`src/rtl/rf_pkg.sv`:
```
// rtl/rf_pkg.sv - shared constants and writeback request type for the register-file writeback arbiter
// Purpose: register-file geometry (XLEN, REG_ADDR_W, NUM_REGS) and the packed
//          writeback request record used by writeback sources.
// Ports:   none (package).
package rf_pkg;

    localparam int XLEN       = 32;
    localparam int REG_ADDR_W = 5;
    localparam int NUM_REGS   = 1 << REG_ADDR_W;

    typedef struct packed {
        logic [REG_ADDR_W-1:0] addr;
        logic [XLEN-1:0]       data;
    } wb_req_t;

endpackage

```
`src/rtl/wb_rr_arbiter.sv`:
```
// rtl/wb_rr_arbiter.sv - N-way one-hot grant from a request vector and a search pointer
// Purpose: picks one requester per cycle. With RF_WB_ROUND_ROBIN_EN defined the
//          search starts at ptr and wraps; otherwise the lowest index wins and
//          there is no pointer input.
// Ports:   req        in  N      requesting (occupied) slots
//          ptr        in  IDX_W  round-robin search start (RF_WB_ROUND_ROBIN_EN only)
//          grant      out N      one-hot winner
//          grant_idx  out IDX_W  binary index of the winner (0 when none)
//          grant_any  out 1      some request was granted
module wb_rr_arbiter
    import rf_pkg::*;
#(
    parameter  int N     = 3,
    localparam int IDX_W = $clog2(N)
) (
    input  logic [N-1:0]     req,
`ifdef RF_WB_ROUND_ROBIN_EN
    input  logic [IDX_W-1:0] ptr,
`endif
    output logic [N-1:0]     grant,
    output logic [IDX_W-1:0] grant_idx,
    output logic             grant_any
);

    always_comb begin
        int j;
        j         = 0;
        grant     = '0;
        grant_idx = '0;
        grant_any = 1'b0;
        for (int k = 0; k < N; k++) begin
`ifdef RF_WB_ROUND_ROBIN_EN
            // Wrap the search index without a modulo so N need not be a power of two.
            j = int'(ptr) + k;
            if (j >= N) begin
                j = j - N;
            end
`else
            j = k;
`endif
            if (!grant_any && req[j]) begin
                grant_any = 1'b1;
                grant[j]  = 1'b1;
                grant_idx = IDX_W'(j);
            end
        end
    end

endmodule

```
`src/rtl/regfile_wb_arbiter.sv`:
```
// rtl/regfile_wb_arbiter.sv - shares the register-bank write port among N_REQ writeback sources
// Purpose: one holding slot per source; one occupied slot per cycle is moved into
//          a registered write stage. Exports a per-register busy mask for
//          read-hazard stalls. Writes to register 0 are accepted and dropped.
//          Arbitration: round-robin when RF_WB_ROUND_ROBIN_EN is defined,
//          fixed lowest-index priority otherwise.
// Ports:   clk, rst   clock; asynchronous active-high reset
//          req_valid  in  N_REQ         source i presents a write
//          req_ready  out N_REQ         slot i accepts this cycle
//          req_addr   in  N_REQ*ADDR_W  destination register of source i
//          req_data   in  N_REQ*XLEN    write data of source i
//          w_en       out 1             registered bank write enable
//          r_write    out ADDR_W        registered bank write address
//          w_data     out XLEN          registered bank write data
//          grant_id   out IDX_W         source currently in the write stage
//          busy       out 2**ADDR_W     register has a pending write
module regfile_wb_arbiter #(
    parameter  int N_REQ  = 3,
    parameter  int XLEN   = rf_pkg::XLEN,
    parameter  int ADDR_W = rf_pkg::REG_ADDR_W,
    localparam int IDX_W  = $clog2(N_REQ),
    localparam int NUM_R  = 1 << ADDR_W
) (
    input  logic                    clk,
    input  logic                    rst,
    input  logic [N_REQ-1:0]        req_valid,
    output logic [N_REQ-1:0]        req_ready,
    input  logic [N_REQ*ADDR_W-1:0] req_addr,
    input  logic [N_REQ*XLEN-1:0]   req_data,
    output logic                    w_en,
    output logic [ADDR_W-1:0]       r_write,
    output logic [XLEN-1:0]         w_data,
    output logic [IDX_W-1:0]        grant_id,
    output logic [NUM_R-1:0]        busy
);

    logic [N_REQ-1:0]  slot_valid_q, slot_valid_d;
    logic [ADDR_W-1:0] slot_addr_q [N_REQ];
    logic [ADDR_W-1:0] slot_addr_d [N_REQ];
    logic [XLEN-1:0]   slot_data_q [N_REQ];
    logic [XLEN-1:0]   slot_data_d [N_REQ];

    logic              w_en_q, w_en_d;
    logic [ADDR_W-1:0] r_write_q, r_write_d;
    logic [XLEN-1:0]   w_data_q, w_data_d;
    logic [IDX_W-1:0]  grant_id_q, grant_id_d;

    logic [N_REQ-1:0]  grant;
    logic [IDX_W-1:0]  grant_idx;
    logic              grant_any;

`ifdef RF_WB_ROUND_ROBIN_EN
    logic [IDX_W-1:0]  ptr_q, ptr_d;
`endif

    // Only occupied slots compete, so an entry is granted no earlier than the
    // cycle after it was accepted.
    wb_rr_arbiter #(.N(N_REQ)) u_arb (
        .req       (slot_valid_q),
`ifdef RF_WB_ROUND_ROBIN_EN
        .ptr       (ptr_q),
`endif
        .grant     (grant),
        .grant_idx (grant_idx),
        .grant_any (grant_any)
    );

    // A slot being drained this cycle can be refilled in the same cycle.
    assign req_ready = ~slot_valid_q | grant;

    always_comb begin
        slot_valid_d = slot_valid_q;
        for (int i = 0; i < N_REQ; i++) begin
            slot_addr_d[i] = slot_addr_q[i];
            slot_data_d[i] = slot_data_q[i];
        end
        w_en_d     = grant_any;
        r_write_d  = r_write_q;
        w_data_d   = w_data_q;
        grant_id_d = grant_id_q;

        if (grant_any) begin
            r_write_d  = slot_addr_q[grant_idx];
            w_data_d   = slot_data_q[grant_idx];
            grant_id_d = grant_idx;
        end

        for (int i = 0; i < N_REQ; i++) begin
            if (grant[i]) begin
                slot_valid_d[i] = 1'b0;
            end
            // Writes to x0 complete the handshake but are never stored.
            if (req_valid[i] && req_ready[i] && (req_addr[i*ADDR_W +: ADDR_W] != '0)) begin
                slot_valid_d[i] = 1'b1;
                slot_addr_d[i]  = req_addr[i*ADDR_W +: ADDR_W];
                slot_data_d[i]  = req_data[i*XLEN +: XLEN];
            end
        end
    end

`ifdef RF_WB_ROUND_ROBIN_EN
    always_comb begin
        ptr_d = ptr_q;
        if (grant_any) begin
            ptr_d = (grant_idx == IDX_W'(N_REQ - 1)) ? '0 : grant_idx + 1'b1;
        end
    end

    always_ff @(posedge clk or posedge rst) begin
        if (rst) begin
            ptr_q <= '0;
        end else begin
            ptr_q <= ptr_d;
        end
    end
`endif

    always_ff @(posedge clk or posedge rst) begin
        if (rst) begin
            slot_valid_q <= '0;
            for (int i = 0; i < N_REQ; i++) begin
                slot_addr_q[i] <= '0;
                slot_data_q[i] <= '0;
            end
            w_en_q     <= 1'b0;
            r_write_q  <= '0;
            w_data_q   <= '0;
            grant_id_q <= '0;
        end else begin
            slot_valid_q <= slot_valid_d;
            for (int i = 0; i < N_REQ; i++) begin
                slot_addr_q[i] <= slot_addr_d[i];
                slot_data_q[i] <= slot_data_d[i];
            end
            w_en_q     <= w_en_d;
            r_write_q  <= r_write_d;
            w_data_q   <= w_data_d;
            grant_id_q <= grant_id_d;
        end
    end

    assign w_en     = w_en_q;
    assign r_write  = r_write_q;
    assign w_data   = w_data_q;
    assign grant_id = grant_id_q;

    // A register is busy while its write sits in a slot or in the write stage.
    always_comb begin
        busy = '0;
        for (int i = 0; i < N_REQ; i++) begin
            if (slot_valid_q[i]) begin
                busy[slot_addr_q[i]] = 1'b1;
            end
        end
        if (w_en_q) begin
            busy[r_write_q] = 1'b1;
        end
        busy[0] = 1'b0;
    end

endmodule

```
`config.mk`:
```
export PLATFORM = sky130hd
export DESIGN_NAME = regfile_wb_arbiter
export DESIGN_NICKNAME = d
export VERILOG_FILES = /design/src/rtl/rf_pkg.sv /design/src/rtl/wb_rr_arbiter.sv /design/src/rtl/regfile_wb_arbiter.sv
export SDC_FILE = /design/constraint.sdc
export NUM_CORES = 1
export LEC_CHECK = 0
export CORE_MARGIN = 3
export CORE_UTILIZATION = 51
export CTS_BUF_LIST = sky130_fd_sc_hd__clkbuf_8
export CTS_CLUSTER_SIZE = 28
export DETAILED_ROUTE_END_ITERATION = 10
export GPL_ROUTABILITY_DRIVEN = 0
export PLACE_DENSITY = 0.94
export SYNTH_ARGS = -nofsm -noshare
export SYNTH_HDL_FRONTEND = slang
export SYNTH_HIERARCHICAL = 1
export SYNTH_SLANG_ARGS = --single-unit
```
`constraint.sdc`:
```
create_clock -name clk -period 6.4 [get_ports clk]
set_input_delay 0.96 -clock clk [delete_from_list [all_inputs] [get_ports clk]]
set_output_delay 0.96 -clock clk [all_outputs]
set_load 0.005 [all_outputs]
```
==> out/metrics.cfg <==
[yosys]
syn_nets = 752
synth_top_area_share_pct = 50.5
async_reset_ff_share_pct = 100
seq_area_frac_synth_pct = 50.5
yosys-top-cells-area = dfrtp_1 (50%), mux2_2 (14%), mux2i_1 (4.9%)
yosys_warnings = 6
yosys-top-cells-count = dfrtp_1 (154), mux2_2 (92), nor2_1 (40)
yosysTopAreaCell = dfrtp_1
synth_most_common_cell = dfrtp_1
synth_edf_count = 0
synth_top_flop_cell = dfrtp_1
ys_types = 47
syn_area_per_cell_sq_um = 12.0
synth_area_sq_um = 7630
synth-seq-cells = 154
synth_cells = 636

[timing]
drv_slew = 0
holdWs_ns = 0.495
rsz0062_at_grt = no
relSlewSlack_pct = 32.7
worst_pin_slew_ns = 1.01
post-route-min-period_ns = 3.62
setup_ws_ns = 2.78
setup_violations = 0
fmax_mhz = 276
hold_viol_final = 0
final.setup_skew_ns = 0.0116
timing.final.crit_share_pct = 56.6
finalSetupTns_ns = 0

[worst_setup_path]
end_kind = output pin
crit_type = register to output pin
cp_data_required_time_ns = 5.44
crit_chain = nor3b_2 -> buf_4 -> nand2b_1 -> clkdlybuf4s50_1
critPathMaxStageDelay_ns = 0.61
cp_max_fo = 40
crit_slowest_cell = buf_4
startpoint_type = register
critical_path_arrival_ns = 2.66

[floorplanning]
num_io_pins = 191
core_sq_um = 14600
die_h_microns = 128
start_util_pct = 52.3
die-area_sq_um = 16500
num_rows = 44
die_x_microns = 128

[pwr]
ir_drop_v = 0.000192
p_leak_nw = 4.01
power.density_nw_per_um2 = 331
power.total_mw = 3.32

[detailed_routing]
wl_per_cell_microns = 20.8
drcViolationCount = 0
wirelength_microns = 20700
drt_iter0_drc = 728
drtPass1Iterations = 6
ant_nets = 0
routed_via_density = 6.19
num_vias = 6151

[place]
dp_slack_ns = 3.26
dp_cells = 961
hpwl_microns = 13600
port_buffers = 189
placed_area_sq_um = 9530

[layout]
final_nets = 912
finalNonFillerCells = 993
syn_to_final_growth_pct = 31.1
antennaDiodeCount = 0
final_area_sq_um = 10000
fillCellCount = 1020
layout-drive-gt1-share_pct = 19.7
fin_util_pct = 68.6

[hold_path]
hold_class = register to register

[clocking]
path_clk_slew_ns = 0.08
post_cts_buffers = 0
htree_levels = 4
cts_tree = yes
numCtsBuffers = 17
clock_path_buffers = 2
clockRootBuffer = clkbuf_8
cts_resized = 0
insertion_delay_ns = 0.45
cts_sinks = 154
cts_hold_buf = 0

[status]
status = completed

[global_routing]
antenna_found_initial = 0
grt_first_pass_wirelength_microns = 33300
grt_pass1_vias = 6234
globalRouteMet1Util_pct = 31.5
grtUsageMet3_pct = 7.72
track_usage_pct = 25.6
grt-ovfl-total = 0
grt_use_met2_pct = 43.1
top_usage_layer = met2
grt_max_degree = 98

[job]
drv_cap = 0

## registers in the layout (all words and copies together) (netlist names)
name          count
w_en              1
grant_id          2
w_data           32
slot_valid_q      3
slot_data_q      96
slot_addr_q      15
r_write           5
## critical path: cells and delay by family, from the launching register on
family	cells	cell delay (ns)
buf+inv	2	1.18
flops	1	0.51
simple gates	2	0.52
## final timing paths
| kind | from | to | slack, ns | depth (start not counted) |
|---|---|---|---|---|
| setup / recovery | slot_valid_q[0] | req_ready[2] | 2.78 | 4 |
| hold / removal | slot_data_q[65] | slot_data_q[65] | 0.50 | 1 |
| setup reg to reg | slot_valid_q[0] | w_data[8] | 3.56 | 4 |
| hold reg to reg | slot_data_q[65] | slot_data_q[65] | 0.50 | 1 |
| max in group asynchronous | rst | slot_data_q[89] | 4.05 | 3 |
| min in group asynchronous | rst | slot_data_q[91] | 1.08 | 2 |
## power by group
| group | internal (mW) | total (mW) | switching (mW) |
|---|---|---|---|
| Combinational | 0.585 | 0.982 | 0.397 |
| Clock | 0.505 | 0.857 | 0.351 |
| Sequential | 1.24 | 1.48 | 0.239 |
## cell usage in the layout (no fill, tap or decap), drive strengths merged, types with 8 or more instances in the layout
cell and count:
mux2i 37, nor2b 9, a21oi 24, dfrtp 154, nand2 24, nand2b 9
clkdlybuf4s50 189, a31oi 13, a2bb2oi 24, o22ai 11, mux2 98, a22oi 11
o221ai 16, a22o 15, a221o 8, clkbuf 21, nor2 40, or2 16
## layer usage
metal	vias to the layer above	share of wire [%]
met3	74	10
met4	0	2.9
met1	3010	38
li1	2719	-
met5	-	0
met2	348	49
## kinds of logic (layout without fill, tap and decap cells)
logic type | count (synthesis) | after routing | synth area share (%)
AO/OA/AOI/OAI | 142 | 142 | 15.0
other | 1 | 1 | 0.0491
buffers and inverters | 57 | 230 | 3.95
multiplexers | 135 | 135 | 19.3
AND/OR/NAND/NOR | 147 | 147 | 11.2
flip-flops | 154 | 154 | 50.5
## layout make-up
cell class,count,area (sq um),share of cell area (%)
flip-flops and latches,154,3850,38.5
well taps,184,230,2.30
inverters,3,16.3,0.163
clock buffers,21,289,2.89
multi-input cells,425,3490,34.9
repair buffers,195,1940,19.4
clock inverters,11,189,1.89
Note: power is estimated with default switching activity, not from simulation.
